<file path="config.mk">
export PLATFORM = sky130hd
export DESIGN_NAME = ex_hazard_ctrl
export DESIGN_NICKNAME = d
export VERILOG_FILES = /design/src/rtl/ex_hazard_ctrl.sv
export SDC_FILE = /design/constraint.sdc
export NUM_CORES = 1
export LEC_CHECK = 0
export BUFFER_PORTS_ARGS = -buffer_cell sky130_fd_sc_hd__buf_2
export CORE_MARGIN = 1.5
export CORE_UTILIZATION = 47
export DETAILED_ROUTE_END_ITERATION = 10
export PLACE_DENSITY = 0.83
export SLEW_MARGIN = 0
export SYNTH_ARGS = -nofsm -noshare
export SYNTH_HDL_FRONTEND = slang
export SYNTH_SLANG_ARGS = --single-unit
</file>
<file path="constraint.sdc">
create_clock -name clk -period 2 [get_ports clk]
set_clock_uncertainty 0.2 [all_clocks]
set_input_delay 0.1 -clock clk [delete_from_list [all_inputs] [get_ports clk]]
set_output_delay 0.1 -clock clk [all_outputs]
set_load 0.005 [all_outputs]
</file>
<file path="src/rtl/ex_hazard_ctrl.sv">
`default_nettype none
// ============================================================================
// Module   : ex_hazard_ctrl
// Brief    : Execute-side hazard and flush controller. A shifting scoreboard
//            tracks in-flight register writes and stalls issue on RAW
//            conflicts. Taken branches squash wrong-path work, redirect the
//            PC and hold issue for a fixed flush window.
// Revision : 1.0 - initial release
// ============================================================================
module ex_hazard_ctrl #(
    parameter int REG_AW   = 5,
    parameter int IM_AW    = 9,
    parameter int DEPTH    = 4,
    parameter int BR_POS   = 2,
    parameter int BR_FLUSH = 3,
    parameter int CNT_W    = 16
) (
    input  logic              clk,
    input  logic              rst,          // asynchronous, active-low
    input  logic              id_valid_i,
    input  logic [REG_AW-1:0] id_rs_i,
    input  logic              id_rs_re_i,
    input  logic [REG_AW-1:0] id_rt_i,
    input  logic              id_rt_re_i,
    input  logic [REG_AW-1:0] id_rd_i,
    input  logic              id_we_i,
    input  logic              br_taken_i,
    input  logic [IM_AW-1:0]  br_trgt_i,
    output logic              issue_o,
    output logic              stall_o,
    output logic              flush_o,
    output logic              pc_load_o,
    output logic [IM_AW-1:0]  pc_trgt_o,
    output logic [CNT_W-1:0]  stall_cnt_o
);

    localparam int FC_W = $clog2(BR_FLUSH + 1);

    typedef enum logic [0:0] {
        IDLE  = 1'b0,
        FLUSH = 1'b1
    } state_t;

    state_t             r_state;
    state_t             w_state_nxt;
    logic [FC_W-1:0]    r_fcnt;
    logic [FC_W-1:0]    w_fcnt_nxt;
    logic [DEPTH-1:0]   r_sb_vld;
    logic [REG_AW-1:0]  r_sb_rd [DEPTH];
    logic               r_pc_load;
    logic [IM_AW-1:0]   r_pc_trgt;
    logic [CNT_W-1:0]   r_stall_cnt;
    logic               w_hazard;
    logic               w_idle;
    logic               w_br_take;

    always_comb begin
        w_hazard = 1'b0;
        for (int i = 0; i < DEPTH; i++) begin
            if (r_sb_vld[i] &&
                ((id_rs_re_i && (r_sb_rd[i] == id_rs_i)) ||
                 (id_rt_re_i && (r_sb_rd[i] == id_rt_i)))) begin
                w_hazard = 1'b1;
            end
        end
    end

    assign w_idle    = (r_state == IDLE);
    assign w_br_take = w_idle & br_taken_i;
    assign issue_o   = w_idle & id_valid_i & ~w_hazard;
    assign stall_o   = w_idle & id_valid_i & w_hazard;

    always_comb begin
        w_state_nxt = r_state;
        w_fcnt_nxt  = r_fcnt;
        case (r_state)
            IDLE: begin
                if (br_taken_i) begin
                    w_state_nxt = FLUSH;
                    w_fcnt_nxt  = FC_W'(BR_FLUSH);
                end
            end
            FLUSH: begin
                w_fcnt_nxt = r_fcnt - FC_W'(1);
                if (r_fcnt == FC_W'(1)) begin
                    w_state_nxt = IDLE;
                end
            end
            default: w_state_nxt = IDLE;
        endcase
    end

    always_ff @(posedge clk or negedge rst) begin
        if (!rst) begin
            r_state   <= IDLE;
            r_fcnt    <= '0;
            r_pc_load <= 1'b0;
            r_pc_trgt <= '0;
        end else begin
            r_state   <= w_state_nxt;
            r_fcnt    <= w_fcnt_nxt;
            r_pc_load <= w_br_take;
            if (w_br_take) begin
                r_pc_trgt <= br_trgt_i;
            end
        end
    end

    // Entries shifted into 1..BR_POS on a branch edge are younger than the
    // branch itself and are dropped along with the instruction issuing now.
    always_ff @(posedge clk or negedge rst) begin
        if (!rst) begin
            r_sb_vld <= '0;
            for (int i = 0; i < DEPTH; i++) begin
                r_sb_rd[i] <= '0;
            end
        end else begin
            r_sb_vld[0] <= issue_o & id_we_i & ~w_br_take;
            r_sb_rd[0]  <= id_rd_i;
            for (int i = 1; i < DEPTH; i++) begin
                r_sb_vld[i] <= r_sb_vld[i-1] & ~(w_br_take & (i <= BR_POS));
                r_sb_rd[i]  <= r_sb_rd[i-1];
            end
        end
    end

    always_ff @(posedge clk or negedge rst) begin
        if (!rst) begin
            r_stall_cnt <= '0;
        end else if (stall_o && (r_stall_cnt != {CNT_W{1'b1}})) begin
            r_stall_cnt <= r_stall_cnt + CNT_W'(1);
        end
    end

    assign flush_o     = (r_state == FLUSH);
    assign pc_load_o   = r_pc_load;
    assign pc_trgt_o   = r_pc_trgt;
    assign stall_cnt_o = r_stall_cnt;

endmodule
`default_nettype wire

</file>
==> reports/metrics.csv, run 1 <==
stage,metric,value,unit
outcome,status,"finished, violations left",
outcome,violations,setup timing,
routing,drt_wl_total,5670,um
place,port_buffers,59,
setup_path,critPathLaunchType,flip-flop,
clock_tree,numCtsBuffers,5,
synthesis,synth_async_sr_flop_share,100,%
clock_tree,clkTransAtPathRegs,0.09,ns
routing,viasPerCell,5.11,
global_routing,grt_pass1_wl,9200,um
clock_tree,cts.path.max_buffers,2,
routing,drt_iter0_drc,167,
routing,met3WireLength,270,um
synthesis,synth_nets,220,
place,hpwl,3880,um
floorplan,die_w,73.6,um
sta,final-hold-violation-count,0,
synthesis,synth_area_leaders,"dfrtp_1 57%, xor2_1 13%, xnor2_1 7.5%",
finish,diodes,0,
synthesis,yosysWarnings,0,
floorplan,row_count,25,
sta,max_freq,446,MHz
setup_path,crit_type,reg2reg,
synthesis,yosysMostFrequentCell,dfrtp_1,
floorplan,io-pin-count,60,
synthesis,synth.yosys.seq_area_share,56.6,%
clock_tree,cts_tree,yes,
synthesis,synth_edf_count,0,
routing,dr.pass1.iters,4,
sta,maxSlewHeadroom,67.6,%
synthesis,synth_ff_type,dfrtp_1,
power_and_ir_drop,p_leak,0.00172,uW
synthesis,synthCells,187,
floorplan,die_area,5420,sq um
routing,drtAntennaViolNets,0,
synthesis,avgSynthCellArea,12.5,sq um
synthesis,synth_common_cells,"53 x dfrtp_1, 35 x xor2_1, 20 x xnor2_1",
setup_path,cp_data_arrival_time,2.23,ns
finish,finalNonFillerCells,370,
routing,wl_met2,2980,um
finish,layout.nets,336,
sta,rsz0062_at_grt,yes,
global_routing,grt_usage,23.0,%
global_routing,grt_max_degree,34,
setup_path,required,1.99,ns
min_path,hold_class,in2async,
finish,syn_to_final_growth,45.9,%
floorplan,die_h,73.6,um
synthesis,synth_seq_cells,53,
routing,wl_met1,2220,um
routing,highest-signal-layer,met4,
clock_tree,clkLatencyLatePin,0.30,ns
sta,worst_pin_slew,0.485,ns
sta,finalMaxSlewViolations,0,
setup_path,crit_path_end_kind,flip-flop,
routing,post-route-drc-count,0,
synthesis,yosys.area.top_type,dfrtp_1,
synthesis,ys_types,27,
sta,finalCriticalPeriod,2.24,ns
power_and_ir_drop,peakVddDrop,0.586,mV
power_and_ir_drop,powerDensity,801,nW/um^2
sta,final.setup.worst_slack,-0.242,ns
job,max-cap-violations,0,
power_and_ir_drop,switching_share,27.2,%
power_and_ir_drop,cell_internal_pwr,1990,uW
floorplan,start_util,49.3,%
routing,routedWlPerCell,15.3,um
global_routing,antenna_found_initial,0,
sta,setup_viol,18,
global_routing,grt_pass1_vias,1947,
floorplan,coreArea,4750,sq um
power_and_ir_drop,pwr-share-comb,25.2,%
routing,via_count,1891,
power_and_ir_drop,power_switching,743,uW
sta,whs,0.0872,ns
finish,final_layout_size_suffix_gt1_share,43.6,%
clock_tree,cts-root-buf,clkbuf_8,
place,gp_congestion,0.844,
synthesis,syn-cell-area,2340,sq um
power_and_ir_drop,pwr-share-clk,25.9,%
global_routing,gr-total-overflow,0,
clock_tree,cts_htree_levels,2,
synthesis,yosysTopAreaCellShare,56.6,%
sta,finalCritPeriodShare,112,%
setup_path,crit_fanout,6,
clock_tree,cts_sinks,53,
place,placed_cells,339,
power_and_ir_drop,power_frac_seq,48.9,%
-- repair_timing --
item,in CTS,in global routing
buffers inserted,4,3
endpoints found under the hold margin,70,0
pin swaps,27,17
hold buffers,17,0
setup endpoints to repair,19,19
resized for setup,26,5
-- routing by layer --
layer | global-route usage [%] | vias to the layer above
li1 | - | 885
met1 | 27.6 | 908
met2 | 39.7 | 76
met3 | 4.94 | 22
met4 | 9.67 | 0
met5 | 0 | -
-- placed cells by master, fill, tap and decap left out, types with 2 or more instances in the layout --
cell and n:
nand3_2 2, nor4_2 3, nand2_4 2, xor2_1 34
dlygate4sd3_1 17, clkbuf_8 5, buf_6 6, nand3_1 5
mux2_2 9, buf_4 30, nor2b_1 4, xnor2_1 18
nor4_1 5, xnor2_2 2, nor2_2 2, ha_1 2
nor3_4 2, buf_2 58, inv_1 4, nand4_1 16
and3_1 3, dfrtp_1 53
-- flip-flops by register name (all words and copies together) (netlist names) --
signal / cells
r_sb_rd: 20
r_sb_vld: 4
stall_cnt_o: 16
r_fcnt: 2
flush_o: 1
pc_trgt_o: 9
pc_load_o: 1
-- logic make-up after synthesis --
| group | after synthesis | share of synthesized area (%) |
|---|---|---|
| AOI/OAI and AO/OA | 5 | 1.55 |
| xor gates and xnor gates | 55 | 20.6 |
| adders and majority gates | 2 | 1.07 |
| buffers and inverters | 7 | 1.44 |
| DFF | 53 | 56.6 |
| muxes | 10 | 4.81 |
| and+or+nand+nor | 55 | 13.9 |
-- worst max-delay path, cell delays in order (launching register included) --
cell and delay, ns:
dfrtp_1 0.43, xor2_1 0.17, nor4_1 0.34, nand4_1 0.14
nand4_1 0.20, o21ba_4 0.23, buf_6 0.14, nand4_1 0.12
xnor2_1 0.16
-- power groups by stage --
stage               logic [uW]  registers, uW  clock network (uW)
finish                     690           1340                 709
global route               759           1370                 759
CTS                        670           1340                 722
detailed placement         614           1360                   0
global placement           594           1350                   0
floorplan                  274           1380                   0
-- final timing paths --
check	to	cells past startpoint	from	slack [ns]
setup / recovery	stall_cnt_o[6]	8	r_sb_rd[6]	-0.24
hold reg to reg	r_sb_rd[0]	0	r_sb_rd[5]	0.24
setup reg to reg	stall_cnt_o[6]	8	r_sb_rd[6]	-0.24
hold / removal	r_sb_rd[15]	2	rst	0.09
min in group clk	r_sb_vld[0]	4	id_valid_i	0.19
max in group asynchronous	stall_cnt_o[2]	3	rst	0.98
-- stage by stage --
| stage | utilization (%) | TNS, ns | worst slack [ns] | cell area, sq um | total power (uW) |
|---|---|---|---|---|---|
| after global placement | 61.7 | -0.325 | -0.0681 | 2930 | 1940 |
| final | 71.9 | -3.10 | -0.242 | 3420 | 2740 |
| after detailed placement | 61.7 | -1.17 | -0.172 | 2930 | 1970 |
| after CTS | 70.8 | -1.69 | -0.167 | 3370 | 2730 |
| after floorplan | - | 0 | 0.0896 | 2340 | 1650 |
| after global routing | 71.9 | -3.60 | -0.284 | 3420 | 2890 |
-- area by class of cell --
cell class                 instances  area, sq um
tap                               67         83.8
clock inverter                     2         35.0
inverter                           4         15.0
fill                             323         1340
sequential                        53         1330
clock buffer                       5         68.8
multi-input combinational        127         1110
timing repair buffer             112          773
(Power assumes the default switching activity.)
==> run 2: changes to the inputs <==
--- a/config.mk
+++ b/config.mk
@@ -7,9 +7,10 @@
 export LEC_CHECK = 0
 export BUFFER_PORTS_ARGS = -buffer_cell sky130_fd_sc_hd__buf_2
 export CORE_MARGIN = 1.5
-export CORE_UTILIZATION = 47
+export CORE_UTILIZATION = 49
+export CTS_BUF_LIST = sky130_fd_sc_hd__clkbuf_4
 export DETAILED_ROUTE_END_ITERATION = 10
-export PLACE_DENSITY = 0.83
+export PLACE_DENSITY = 0.86
 export SLEW_MARGIN = 0
 export SYNTH_ARGS = -nofsm -noshare
 export SYNTH_HDL_FRONTEND = slang
==> constraint.sdc (replaced) <==
create_clock -name clk -period 1.9 [get_ports clk]
set_clock_uncertainty 0.2 [all_clocks]
set_input_delay 0.095 -clock clk [delete_from_list [all_inputs] [get_ports clk]]
set_output_delay 0.095 -clock clk [all_outputs]
set_load 0.005 [all_outputs]
==> reports/metrics.csv, run 2 (synthesis gave the netlist of run 1 again) <==
stage,metric,value,unit,change
sta,final.setup.worst_slack,-0.353,ns,-0.112 ns
global_routing,use_met3,4.03,%,-0.91 points
global_routing,gr-max-usage-layer,met2,,
clock_tree,numCtsBuffers,5,,unchanged
sta,worst_pin_slew,0.507,ns,+0.0222 ns
global_routing,met1_usage,28.5,%,+0.84 points
routing,viasPerCell,5.27,,+3.1%
setup_path,crit_type,reg2reg,,
finish,final_common_cell,buf_2,,
power_and_ir_drop,p_leak,0.00170,uW,-0.63%
global_routing,grt_usage,23.6,%,+0.65 points
place,post_dp_cell_area,2980,sq um,+1.7%
setup_path,cp_data_arrival_time,2.32,ns,+0.09 ns
outcome,status,"finished, violations left",,
clock_tree,cts_tree,yes,,
clock_tree,cts.path.max_buffers,2,,unchanged
setup_path,critPathLaunchType,flip-flop,,
clock_tree,clkTransAtPathRegs,0.15,ns,+0.06 ns
finish,largest_reg_flops,20,,unchanged
finish,diodes,0,,unchanged
sta,max_freq,444,MHz,-0.51%
power_and_ir_drop,cell_internal_pwr,1860,uW,-6.5%
setup_path,required,1.97,ns,-0.02 ns
global_routing,grt_pass1_wl,9320,um,+1.3%
routing,dr.pass1.iters,4,,unchanged
floorplan,coreArea,4470,sq um,-5.9%
sta,finalMaxSlewViolations,0,,unchanged
finish,final_cell_mix,"58 x buf_2, 53 x dfrtp_1, 35 x xor2_1, 35 x buf_4, 18 x xnor2_1",,
routing,drtAntennaViolNets,0,,unchanged
power_and_ir_drop,pwr-share-clk,19.0,%,-6.9 points
place,gp_congestion,0.887,,+5.1%
finish,fillers,276,,-15%
sta,finalCritPeriodShare,119,%,+6.5 points
global_routing,antenna_found_initial,0,,unchanged
routing,routedWlPerCell,16.2,um,+5.6%
place,port_buffers,59,,unchanged
place,dp_slack,-0.190,ns,-0.0182 ns
setup_path,reg2reg_depth,8,,unchanged
routing,drt_iter0_drc,105,,-37%
min_path,hold_class,in2async,,
place,hpwl,3990,um,+2.8%
floorplan,die_w,72.1,um,-2.0%
clock_tree,cts-root-buf,clkbuf_4,,
power_and_ir_drop,power_frac_seq,53.7,%,+4.8 points
job,max-cap-violations,0,,unchanged
finish,final_layout_size_suffix_gt1_share,43.7,%,+0.12 points
clock_tree,clkLatencyLatePin,0.37,ns,+0.07 ns
setup_path,path_buf_inv,2,,+1
sta,fin_setup_tns,-5.13,ns,-2.04 ns
floorplan,start_util,52.3,%,+3.1 points
power_and_ir_drop,switching_share,28.9,%,+1.7 points
floorplan,die_h,72.1,um,-2.0%
power_and_ir_drop,powerDensity,778,nW/um^2,-2.8%
finish,layout.nets,341,,+1.5%
clock_tree,cts_htree_levels,2,,unchanged
global_routing,gr-total-overflow,0,,unchanged
setup_path,crit_chain,xor2_1 > nor4_1 > nand4_1 > nand4_1 > buf_4 > o21ba_4 > buf_4 > mux2_4,,
finish,utilization,75.2,%,+3.4 points
sta,setup_viol,19,,+1
power_and_ir_drop,peakVddDrop,0.609,mV,+4.0%
sta,finalCriticalPeriod,2.25,ns,+0.0115 ns
setup_path,crit_family,simple AND/OR/NAND/NOR gates,,
outcome,violations,setup timing,,
routing,via_count,1902,,+0.58%
finish,regMostFlops,r_sb_rd,,
routing,drt_wl_total,5840,um,+3.0%
setup_path,max_stage_delay,0.44,ns,about the same
power_and_ir_drop,power,2620,uW,-4.2%
sta,maxSlewHeadroom,66.2,%,-1.5 points
setup_path,crit_path_end_kind,flip-flop,,
routing,post-route-drc-count,0,,unchanged
power_and_ir_drop,power_switching,756,uW,+1.8%
floorplan,die_area,5200,sq um,-3.9%
setup_path,cp_num_cells,8,,unchanged
clock_tree,cts_sinks,53,,unchanged
sta,rsz0062_at_grt,yes,,
floorplan,row_count,24,,-4.0%
global_routing,grt_pass1_vias,2002,,+2.8%
finish,syn_to_final_growth,43.7,%,
finish,fin_area,3370,sq um,-1.5%
sta,final-hold-violation-count,0,,unchanged
global_routing,grt_max_degree,34,,unchanged
global_routing,use_met2,41.4,%,+1.6 points
floorplan,io-pin-count,60,,unchanged
power_and_ir_drop,pwr-share-comb,27.3,%,+2.1 points
setup_path,cp_slowest_cell,dfrtp_1,,
setup_path,crit_fanout,4,,-2
-- run 2: cell count changes in the layout (fill, tap and decap cells not counted), sizes merged --
cell	previous run	this run
clkinv	1	2
buf	95	100
bufinv	1	0
clkbuf	5	6
-- run 2: repair_timing --
action | 4_1_cts | 5_1_grt
endpoints found under the setup margin | 19 | 19
hold endpoints to repair | 72 | 0
hold buffers | 17 | 0
setup buffers | 3 | 2
pin swaps | 17 | 19
gates resized for setup | 12 | 11
-- run 2: metrics by stage --
stage	cells	hold slack (ns)
detailed placement	331	-0.109
CTS	359	0.00776
finish	361	0.00337
global placement	331	-0.116
floorplan	187	-0.401
global route	361	0.0341
-- run 2: final cells by class --
| class | instances | area [sq um] | area share, % |
|---|---|---|---|
| flip-flops and latches | 53 | 1330 | 39.4 |
| well taps | 52 | 65.1 | 1.93 |
| clock inverters | 2 | 10.0 | 0.297 |
| repair buffers | 117 | 820 | 24.3 |
| multi-input cells | 127 | 1080 | 32.2 |
| clock buffers | 6 | 45.0 | 1.34 |
| inverters | 4 | 15.0 | 0.446 |
-- run 2: path summary, 6_finish.rpt --
check / end / slack, ns / start
worst max register to register: stall_cnt_o[1] / -0.35 / r_sb_rd[16]
worst min-delay path: r_sb_rd[5] / 0.003 / rst
worst min register to register: r_sb_rd[4] / 0.25 / r_sb_rd[9]
worst max-delay path: stall_cnt_o[1] / -0.35 / r_sb_rd[16]
max in group asynchronous: stall_cnt_o[0] / 0.95 / rst
min in group clk: r_sb_vld[0] / 0.14 / id_valid_i
-- run 2: power groups by stage --
| stage | Sequential (uW) | Combinational (uW) | Clock [uW] |
|---|---|---|---|
| 2_1_floorplan | 1450 | 288 | 0 |
| 6_report | 1410 | 714 | 499 |
| 3_3_place_gp | 1420 | 627 | 0 |
| 4_1_cts | 1400 | 696 | 514 |
| 5_1_grt | 1430 | 797 | 539 |
| 3_5_place_dp | 1420 | 650 | 0 |
-- run 2: worst register-to-register path, delay by kind of cell (launching register included) --
family / cells / cell delay [ns]
AND/OR/NAND/NOR: 3 / 0.64
flip-flops: 1 / 0.44
multiplexers: 1 / 0.29
buffers and inverters: 2 / 0.26
XOR/XNOR: 1 / 0.17
AO/OA/AOI/OAI: 1 / 0.17
-- run 2: layer usage --
metal	vias up	part of all wire, %
li1	887	-
met1	944	41
met2	56	52
met3	15	3.8
met4	0	3.0
met5	-	0
==> run 3: changes to the inputs <==
--- a/config.mk
+++ b/config.mk
@@ -6,6 +6,7 @@
 export NUM_CORES = 1
 export LEC_CHECK = 0
 export BUFFER_PORTS_ARGS = -buffer_cell sky130_fd_sc_hd__buf_2
+export CORE_ASPECT_RATIO = 1.4
 export CORE_MARGIN = 1.5
 export CORE_UTILIZATION = 49
 export CTS_BUF_LIST = sky130_fd_sc_hd__clkbuf_4
==> reports/metrics.csv, run 3 (synthesis gave the netlist of run 1 again) <==
stage,metric,value,unit,change
outcome,status,"finished, violations left",,
sta,max_freq,434,MHz,-2.2%
routing,dr.pass1.iters,4,,unchanged
routing,routedWlPerCell,16.3,um,+0.89%
sta,finalCriticalPeriod,2.30,ns,+0.0515 ns
setup_path,reg2reg_setup_slack,-0.40,ns,-0.05 ns
global_routing,grt_usage,26.2,%,+2.6 points
sta,setup_viol,19,,unchanged
global_routing,grt_max_degree,28,,-18%
floorplan,coreArea,4570,sq um,+2.2%
finish,diodes,0,,unchanged
setup_path,crit_type,reg2reg,,
clock_tree,clkLatencyLatePin,0.37,ns,about the same
finish,regMostFlops,r_sb_rd,,
routing,viasPerCell,5.11,,-2.9%
finish,final_layout_size_suffix_gt1_share,45.4,%,+1.7 points
setup_path,r2r_start,r_sb_rd[18],,
finish,fillers,315,,+14%
floorplan,row_count,29,,+21%
sta,finalMaxSlewViolations,0,,unchanged
place,gp_congestion,0.819,,-7.6%
power_and_ir_drop,powerDensity,769,nW/um^2,-1.3%
place,port_buffers,59,,unchanged
power_and_ir_drop,peakVddDrop,0.564,mV,-7.4%
setup_path,cp_data_arrival_time,2.39,ns,+0.07 ns
sta,worst_pin_slew,0.637,ns,+0.130 ns
setup_path,crit_fanout,6,,+2
setup_path,crit_path_end_kind,flip-flop,,
clock_tree,cts_sinks,53,,unchanged
place,hpwl,4090,um,+2.6%
job,max-cap-violations,0,,unchanged
sta,final-hold-violation-count,0,,unchanged
setup_path,cp_slowest_cell,dfrtp_2,,
sta,rsz0062_at_grt,yes,,
setup_path,cpMostUsedCell,nand4_1,,
clock_tree,cts-root-buf,clkbuf_4,,
setup_path,required,1.98,ns,about the same
setup_path,crit_chain,xor2_2 > nor4_2 > nand4_1 > nand4_1 > buf_4 > o21ba_4 > buf_12 > buf_6 > nand3_2 > xnor2_1,,
outcome,violations,setup timing,,
finish,largest_reg_flops,20,,unchanged
clock_tree,cts_tree,yes,,
finish,syn_to_final_growth,46.7,%,
sta,final.setup.worst_slack,-0.405,ns,-0.0515 ns
clock_tree,clkTransAtPathRegs,0.15,ns,about the same
routing,drt_iter0_drc,46,,-56%
finish,regArea,1330,sq um,about the same
clock_tree,numCtsBuffers,5,,unchanged
routing,drt_wl_total,6190,um,+5.9%
setup_path,critPathLaunchType,flip-flop,,
setup_path,max_stage_delay,0.47,ns,+0.03 ns
routing,post-route-drc-count,0,,unchanged
setup_path,timing.rr.end,stall_cnt_o[8],,
place,post_dp_cell_area,3010,sq um,+0.92%
sta,finalCritPeriodShare,121,%,+2.7 points
floorplan,die_w,61.4,um,-15%
finish,fin_area,3440,sq um,+2.1%
clock_tree,cts_htree_levels,2,,unchanged
power_and_ir_drop,p_leak,0.00170,uW,about the same
sta,maxSlewHeadroom,57.5,%,-8.7 points
finish,final_cell_mix,"58 x buf_2, 52 x dfrtp_1, 43 x buf_4",,
finish,multi_input_area,1080,sq um,-0.35%
global_routing,grt_pass1_vias,2075,,+3.6%
floorplan,io-pin-count,60,,unchanged
clock_tree,cts.path.max_buffers,2,,unchanged
place,dp_slack,-0.314,ns,-0.123 ns
routing,via_count,1938,,+1.9%
floorplan,die_area,5210,sq um,+0.10%
finish,final_common_cell,buf_2,,
setup_path,reg2reg_depth,10,,+2
floorplan,die_h,84.8,um,+18%
floorplan,start_util,51.2,%,-1.1 points
min_path,hold_class,in2async,,
global_routing,antenna_found_initial,0,,unchanged
finish,utilization,75.2,%,about the same
global_routing,gr-total-overflow,0,,unchanged
finish,layout.nets,349,,+2.3%
routing,drtAntennaViolNets,0,,unchanged
global_routing,grt_pass1_wl,9910,um,+6.3%
==> run 3: where the power goes <==
group	switching [uW]	internal, uW	leakage [uW]
clock network	346	141	0.0000326
logic	329	414	0.00101
registers	105	1310	0.000657
==> run 3: worst max-delay path by stage <==
stage,start,cells after the start,to,slack [ns]
2_1_floorplan,r_sb_rd[19],8,stall_cnt_o[3],-0.007
3_3_place_gp,r_sb_rd[16],7,stall_cnt_o[1],-0.22
3_5_place_dp,r_sb_rd[19],7,stall_cnt_o[1],-0.31
4_1_cts,r_sb_rd[16],9,stall_cnt_o[15],-0.34
5_1_grt,r_sb_rd[18],10,stall_cnt_o[8],-0.55
6_report,r_sb_rd[18],10,stall_cnt_o[8],-0.40
==> run 3: area by class of cell <==
type | instances | area share [%]
Multi-Input combinational cell | 127 | 31.5
Clock inverter | 3 | 0.510
Sequential cell | 53 | 38.6
Clock buffer | 5 | 1.09
Tap cell | 62 | 2.26
Timing Repair Buffer | 125 | 25.6
Inverter | 4 | 0.437
==> run 3: per-stage QoR <==
| step | cells | hold slack, ns | power, uW | TNS [ns] |
|---|---|---|---|---|
| 4_1_cts | 378 | 0.0691 | 2630 | -4.55 |
| 3_5_place_dp | 343 | -0.0428 | 2090 | -3.70 |
| 5_1_grt | 379 | 0.120 | 2790 | -8.20 |
| 3_3_place_gp | 343 | -0.0602 | 2050 | -1.92 |
| 6_report | 379 | 0.0578 | 2640 | -5.47 |
| 2_1_floorplan | 187 | -0.401 | 1740 | -0.0157 |
==> run 3: metal layers <==
metal / GRT usage [%] / wire (um) / up-vias / share of wire, %
met5: 0 / 0 / - / 0
met4: 10.1 / 177 / 0 / 2.9
met3: 5.86 / 211 / 17 / 3.4
met2: 45.6 / 3420 / 55 / 55
met1: 30.2 / 2380 / 961 / 39
li1: - / - / 905 / -
==> run 3: timing repair <==
item / CTS / global route
hold buffers: 17 / 0
setup endpoints to repair: 19 / 19
pin swaps: 25 / 4
buffers inserted: 10 / 1
resized for setup: 21 / 4
endpoints found under the hold margin: 69 / 0
gates cloned: 0 / 0
==> run 3: worst max-delay path, delay by kind of cell (launching register included) <==
family / cells / cell delay (ns)
simple gates: 4 / 0.71
buf+inv: 3 / 0.36
flops: 1 / 0.47
compound gates: 1 / 0.16
xor+xnor: 2 / 0.31
